===== src/rtl/usr_pkg.sv =====
// ---------------------------------------------------------------------------
// usr_pkg
// Definitions shared by the serial transmit and receive sides of the
// universal shift register link: the frame FSM state encoding, the
// shift-direction encoding and the start/stop line levels.
// No ports.
// ---------------------------------------------------------------------------
package usr_pkg;

    typedef enum logic [1:0] {
        ST_IDLE = 2'd0,
        ST_DATA = 2'd1,
        ST_PAR  = 2'd2,
        ST_STOP = 2'd3
    } state_t;

    // dir encoding: MSB first shifts left, LSB first shifts right
    localparam logic DIR_MSB = 1'b0;
    localparam logic DIR_LSB = 1'b1;

    // Line levels: idle line is 0, a frame begins with a 1 and ends with a 0
    localparam logic START_BIT = 1'b1;
    localparam logic STOP_BIT  = 1'b0;

endpackage : usr_pkg


===== src/rtl/shift_in_reg.sv =====
// ---------------------------------------------------------------------------
// shift_in_reg
// WIDTH-bit serial-in shift register used to assemble a received word.
//
// Ports
//   clk       rising-edge clock
//   rst       asynchronous active-high reset (register -> 0)
//   clr_sync  synchronous clear, has priority over shift_en
//   shift_en  shift one bit in this cycle
//   dir       DIR_MSB: shift left, new bit enters bit 0, first bit ends in MSB
//             DIR_LSB: shift right, new bit enters MSB, first bit ends in bit 0
//   sin       serial input bit
//   q         current register contents
// ---------------------------------------------------------------------------
module shift_in_reg
    import usr_pkg::*;
#(
    parameter int WIDTH = 4
) (
    input  logic             clk,
    input  logic             rst,
    input  logic             clr_sync,
    input  logic             shift_en,
    input  logic             dir,
    input  logic             sin,
    output logic [WIDTH-1:0] q
);

    always_ff @(posedge clk or posedge rst) begin
        if (rst) begin
            q <= '0;
        end else if (clr_sync) begin
            q <= '0;
        end else if (shift_en) begin
            if (dir == DIR_MSB) begin
                q <= {q[WIDTH-2:0], sin};
            end else begin
                q <= {sin, q[WIDTH-1:1]};
            end
        end
    end

endmodule : shift_in_reg


===== src/rtl/serial_frame_deserializer.sv =====
// ---------------------------------------------------------------------------
// serial_frame_deserializer
// Receives framed serial data (start bit, WIDTH data bits, optional even
// parity bit, stop bit) and presents each good word on a registered parallel
// output with a valid/ready handshake. The output register is separate from
// the shift register, so a held word does not stall the next frame.
//
// Build option: define PARITY_EN to expect an even-parity bit after the data
// bits and enable par_err. Without it par_err is tied to 0.
//
// Ports
//   clk        rising-edge clock
//   clr        asynchronous active-high reset
//   sin_valid  bit strobe qualifying sin
//   sin        serial data bit
//   dir        0 = MSB first, 1 = LSB first; latched with the start bit
//   out_ready  consumer accepts parout while out_valid = 1
//   parout     received word
//   out_valid  parout holds an unconsumed word
//   frm_err    one-cycle pulse: stop bit was 1, frame dropped
//   par_err    one-cycle pulse: parity mismatch, frame dropped
//   overrun    one-cycle pulse: good frame dropped, output still full
//   busy       receiver is inside a frame
//
// state   | meaning
// --------+-------------------------------------------------------------
// ST_IDLE | line idle, waiting for a start bit
// ST_DATA | shifting in data bits, cnt counts bits already taken
// ST_PAR  | sampling the parity bit (PARITY_EN builds only)
// ST_STOP | sampling the stop bit and delivering / flagging the frame
// ---------------------------------------------------------------------------
module serial_frame_deserializer
    import usr_pkg::*;
#(
    parameter int WIDTH = 4
) (
    input  logic             clk,
    input  logic             clr,
    input  logic             sin_valid,
    input  logic             sin,
    input  logic             dir,
    input  logic             out_ready,
    output logic [WIDTH-1:0] parout,
    output logic             out_valid,
    output logic             frm_err,
    output logic             par_err,
    output logic             overrun,
    output logic             busy
);

    localparam int CNT_W = (WIDTH > 2) ? $clog2(WIDTH) : 1;

    state_t             state;
    state_t             state_nx;
    logic [CNT_W-1:0]   cnt;
    logic               dir_lat;
    logic [WIDTH-1:0]   shreg;

    logic               start_det;
    logic               data_shift;
    logic               stop_smp;
    logic               last_data;
    logic               stop_ok;
    logic               good;
    logic               load;
    logic               xfer;

`ifdef PARITY_EN
    logic               par_smp;
    logic               par_acc;
    logic               par_bad;
`endif

    assign last_data = (cnt == CNT_W'(WIDTH - 1));

    // -----------------------------------------------------------------------
    // Frame FSM
    // -----------------------------------------------------------------------
    always_ff @(posedge clk or posedge clr) begin
        if (clr) begin
            state <= ST_IDLE;
        end else begin
            state <= state_nx;
        end
    end

    always_comb begin
        state_nx   = state;
        start_det  = 1'b0;
        data_shift = 1'b0;
        stop_smp   = 1'b0;
`ifdef PARITY_EN
        par_smp    = 1'b0;
`endif
        case (state)
            ST_IDLE: begin
                if (sin_valid && (sin == START_BIT)) begin
                    start_det = 1'b1;
                    state_nx  = ST_DATA;
                end
            end
            ST_DATA: begin
                if (sin_valid) begin
                    data_shift = 1'b1;
                    if (last_data) begin
`ifdef PARITY_EN
                        state_nx = ST_PAR;
`else
                        state_nx = ST_STOP;
`endif
                    end
                end
            end
            ST_PAR: begin
`ifdef PARITY_EN
                if (sin_valid) begin
                    par_smp  = 1'b1;
                    state_nx = ST_STOP;
                end
`else
                state_nx = ST_IDLE;
`endif
            end
            ST_STOP: begin
                if (sin_valid) begin
                    stop_smp = 1'b1;
                    state_nx = ST_IDLE;
                end
            end
            default: begin
                state_nx = ST_IDLE;
            end
        endcase
    end

    assign busy = (state != ST_IDLE);

    // -----------------------------------------------------------------------
    // Bit counter and direction latch
    // -----------------------------------------------------------------------
    always_ff @(posedge clk or posedge clr) begin
        if (clr) begin
            cnt     <= '0;
            dir_lat <= DIR_MSB;
        end else if (start_det) begin
            cnt     <= '0;
            dir_lat <= dir;
        end else if (data_shift) begin
            cnt     <= cnt + CNT_W'(1);
        end
    end

    shift_in_reg #(
        .WIDTH (WIDTH)
    ) u_shift (
        .clk      (clk),
        .rst      (clr),
        .clr_sync (start_det),
        .shift_en (data_shift),
        .dir      (dir_lat),
        .sin      (sin),
        .q        (shreg)
    );

    // -----------------------------------------------------------------------
    // Parity accumulator: par_acc is the XOR of the data bits, which is the
    // parity bit value that makes the total number of ones even.
    // -----------------------------------------------------------------------
`ifdef PARITY_EN
    always_ff @(posedge clk or posedge clr) begin
        if (clr) begin
            par_acc <= 1'b0;
            par_bad <= 1'b0;
        end else if (start_det) begin
            par_acc <= 1'b0;
            par_bad <= 1'b0;
        end else if (data_shift) begin
            par_acc <= par_acc ^ sin;
        end else if (par_smp) begin
            par_bad <= par_acc ^ sin;
        end
    end
`endif

    // -----------------------------------------------------------------------
    // Delivery at the stop-bit sample. Framing error beats parity error,
    // which beats overrun. A word leaving in the same cycle frees the slot.
    // -----------------------------------------------------------------------
    assign stop_ok = stop_smp && (sin == STOP_BIT);
`ifdef PARITY_EN
    assign good    = stop_ok && !par_bad;
`else
    assign good    = stop_ok;
`endif
    assign xfer    = out_valid && out_ready;
    assign load    = good && (!out_valid || out_ready);

    always_ff @(posedge clk or posedge clr) begin
        if (clr) begin
            parout    <= '0;
            out_valid <= 1'b0;
            frm_err   <= 1'b0;
            overrun   <= 1'b0;
        end else begin
            frm_err <= stop_smp && (sin != STOP_BIT);
            overrun <= good && out_valid && !out_ready;
            if (load) begin
                parout    <= shreg;
                out_valid <= 1'b1;
            end else if (xfer) begin
                out_valid <= 1'b0;
            end
        end
    end

`ifdef PARITY_EN
    always_ff @(posedge clk or posedge clr) begin
        if (clr) begin
            par_err <= 1'b0;
        end else begin
            par_err <= stop_ok && par_bad;
        end
    end
`else
    assign par_err = 1'b0;
`endif

endmodule : serial_frame_deserializer


===== config.mk =====
export PLATFORM = sky130hd
export DESIGN_NAME = serial_frame_deserializer
export DESIGN_NICKNAME = d
export VERILOG_FILES = /design/src/rtl/usr_pkg.sv /design/src/rtl/shift_in_reg.sv /design/src/rtl/serial_frame_deserializer.sv
export SDC_FILE = /design/constraint.sdc
export NUM_CORES = 1
export LEC_CHECK = 0
export CORE_MARGIN = 3
export CORE_UTILIZATION = 35
export CTS_CLUSTER_SIZE = 40
export DETAILED_ROUTE_END_ITERATION = 10
export GPL_TIMING_DRIVEN = 0
export RECOVER_POWER = 25
export SLEW_MARGIN = 0
export SYNTH_ARGS = -nofsm -noshare
export SYNTH_HDL_FRONTEND = slang
export SYNTH_HIERARCHICAL = 1
export SYNTH_SLANG_ARGS = --single-unit

===== constraint.sdc =====
create_clock -name clk -period 1.69 [get_ports clk]
set_clock_uncertainty 0.2 [all_clocks]
set_input_delay 0.4225 -clock clk [delete_from_list [all_inputs] [get_ports clk]]
set_output_delay 0.4225 -clock clk [all_outputs]
set_load 0.02 [all_outputs]

==> impl_results.md <==
- # clock sinks: 16
- CTS H-Tree Depth: 1
- Tcrit/Tclk final: 103%
- Placer Congestion: 0.668
- Final Max Tran Viols: 0
- Clock Latency Late Sink: 0.28 ns
- Final Hold Viols: 0
- Crit path capture: busy
- Final setup margin: -0.0438 ns
- Register area share after synthesis: 56.1%
- Switching Share: 34.3%
- Port buffer count: 13
- Num rows: 15
- CTS Buf Count: 3
- Most common cell after layout, fill and taps aside: dfrtp_1
- Achievable Freq: 0.577 GHz
- Initial Utilization: 39.2%
- Vias per cell: 4.51
- Most frequent cells in the layout: dfrtp_1, dlygate4sd2_1, nor2_1, mux2_1
- Layout cell share with drive strength beyond 1: 22.8%
- Power Dens Cells: 1580 nW/um2
- Internal: 974 uW
- Count of different cell masters after synthesis: 23
- WS Path Type: flip-flop to primary output
- Global-route wire length before repair: 2040 um
- Seq pwr share: 42.9%
- Antenna-violating nets left: 0
- Syn_nets: 67
- WL final: 1160 um
- Clk root buf: clkbuf_4
- Multi-input logic area: 308 um2
- Post-DP HPWL: 898 um
- Max Fanout on Critical Path: 6
- Total GRT Usage: 10.6%
- Largest net degree at the start of global routing: 13
- Die Width: 51.1 um
- Fin crit period: 1.73 ns
- Switch Pwr: 509 uW
- DR DRC count: 0
- Die Ht: 51.1 um
- RSZ-0062 raised after global routing: true
- Failing checks: negative setup slack
- Hold WS: 0.271 ns
- Max-capacitance violation count: 0
- CTS clk-pin slew, worst paths: 0.09 ns
- Die area: 2620 um2
- Post-Synthesis Cells: 60
- First-pass iteration count of the detailed router: 2
- Antenna cells: 0
- Number of fill cells: 178
- Status: complete, but fails checks
- Worst Setup End Kind: primary output
- Leak: 0.460 nW
- Startpoint types: flip-flop
- Syn. warnings: 6
- Reg2reg end: u_shift/q[2]
- TNS Setup: -0.0438 ns
- Via count: 469
- Drt initial violations: 1
- Initial antenna violation count: 0
- Final nets: 87
- R2R cell count: 6
- # setup viols final: 1
- Clk pwr share: 16.6%
- Clk buf depth: 2
- Worst reg2reg setup slack: 0.10 ns
- Setup crit start: state[0]
- Syn Area/Cell: 11.9 um2
- Sequential Area: 402 um2
- I/O Pins: 15
- Min-delay worst type: input port to asynchronous set/reset pin
- Peak VDD IR: 0.000914 V
- Comb power frac: 40.5%
- Worst path arrival time: 1.11 ns
- DR WL/cell: 11.2 um
- R2r startpoint: state[1]
- Yosys reg bits: 16
- Synth Cell Area: 713 um2
- CTS tree: yes
- Syn-to-layout area delta: 31.9%
- Core ar.: 1820 um2
- Gr ovfl total: 0
- Vias in the first global route: 468
- Data required, critical path: 1.07 ns
## cell usage after synthesis
library cell | number | area [um2]
conb_1 | 1 | 3.75
and2_1 | 1 | 6.26
nand4b_2 | 1 | 15.0
nor2_1 | 6 | 22.5
buf_1 | 1 | 3.75
nor2b_1 | 3 | 18.8
nor2b_4 | 1 | 13.8
a21oi_1 | 3 | 15.0
ha_1 | 1 | 12.5
clkbuf_2 | 1 | 5.00
nand2_1 | 3 | 11.3
o21ai_0 | 1 | 5.00
buf_4 | 1 | 7.51
a211oi_1 | 4 | 30.0
nor2_2 | 1 | 6.26
mux2i_1 | 4 | 40.0
nand2b_1 | 1 | 6.26
mux2_1 | 5 | 56.3
a22o_1 | 1 | 8.76
dfrtp_1 | 16 | 400
inv_1 | 2 | 7.51
mux2_2 | 1 | 11.3
or2_1 | 1 | 6.26
## cell type report
cell class / instances / share of cell area (%)
clock buffers: 4 / 3.86
plain buffers: 3 / 2.13
multi-input cells: 39 / 32.7
flip-flops and latches: 16 / 42.7
well taps: 25 / 3.32
repair buffers: 15 / 14.5
inverters: 2 / 0.798
## metrics by stage
step / cell area, um2 / instances / utilization, % / power [mW] / setup slack (ns)
5_1_grt: 941 / 104 / 51.7 / 1.62 / -0.0841
6_report: 941 / 104 / 51.7 / 1.48 / -0.0438
2_1_floorplan: 713 / 60 / - / 1.02 / 0.115
3_5_place_dp: 875 / 98 / 48.0 / 1.22 / -0.610
4_1_cts: 916 / 103 / 50.3 / 1.45 / -0.104
3_3_place_gp: 875 / 98 / 48.0 / 1.20 / -0.534
## how the worst min path moves through the flow
stage,startpoint,end,slack [ns],cells after the start
after global routing,clr,u_shift/q[1],0.29,2
after global placement,parout[1],parout[1],0.27,1
final,clr,u_shift/q[3],0.27,2
after detailed placement,parout[3],parout[3],0.27,1
after floorplan,clr,u_shift/q[0],-0.01,1
after CTS,clr,u_shift/q[3],0.14,2
## cells by family after synthesis
family                   after synthesis  share of synthesized area (%)
flip-flops                            16                           56.1
multiplexers                          10                           15.1
AO/OA/AOI/OAI                          9                           8.24
AND/OR/NAND/NOR                       18                           14.9
adder cells (fa/ha/maj)                1                           1.75
other                                  1                          0.526
buffers and inverters                  5                           3.33
## power groups by stage
| stage | clock [mW] | combinational (mW) | sequential (mW) |
|---|---|---|---|
| final | 0.246 | 0.601 | 0.636 |
| after global routing | 0.280 | 0.670 | 0.665 |
| after CTS | 0.256 | 0.556 | 0.641 |
| after detailed placement | 0 | 0.565 | 0.657 |
| after global placement | 0 | 0.553 | 0.651 |
| after floorplan | 0 | 0.318 | 0.697 |
## flip-flops by register name, indices dropped and copies added (netlist names)
name and count:
cnt 2, dir_lat 1, frm_err 1, out_valid 1, overrun 1, parout 4, state 2, u_shift/q 4
## critical path: stages, from the launching register on
cell	delay, ns
dfrtp_2	0.45
or2_4	0.25
buf_6	0.13
## repair_timing
action | in CTS | in global routing
pin swaps | 0 | 0
hold endpoints to repair | 0 | 0
hold buffers | 0 | 0
resized for setup | 17 | 7
endpoints found under the setup margin | 17 | 4
setup buffers | 1 | 1
## per-layer routing
metal | global-route usage [%] | wire [um] | vias to the layer above
li1 | - | - | 241
met1 | 13.2 | 545 | 215
met2 | 17.6 | 541 | 13
met3 | 4.37 | 74 | 0
met4 | 1.35 | 0 | 0
met5 | 0 | 0 | -
No activity file was read; power rests on OpenSTA's default activity.
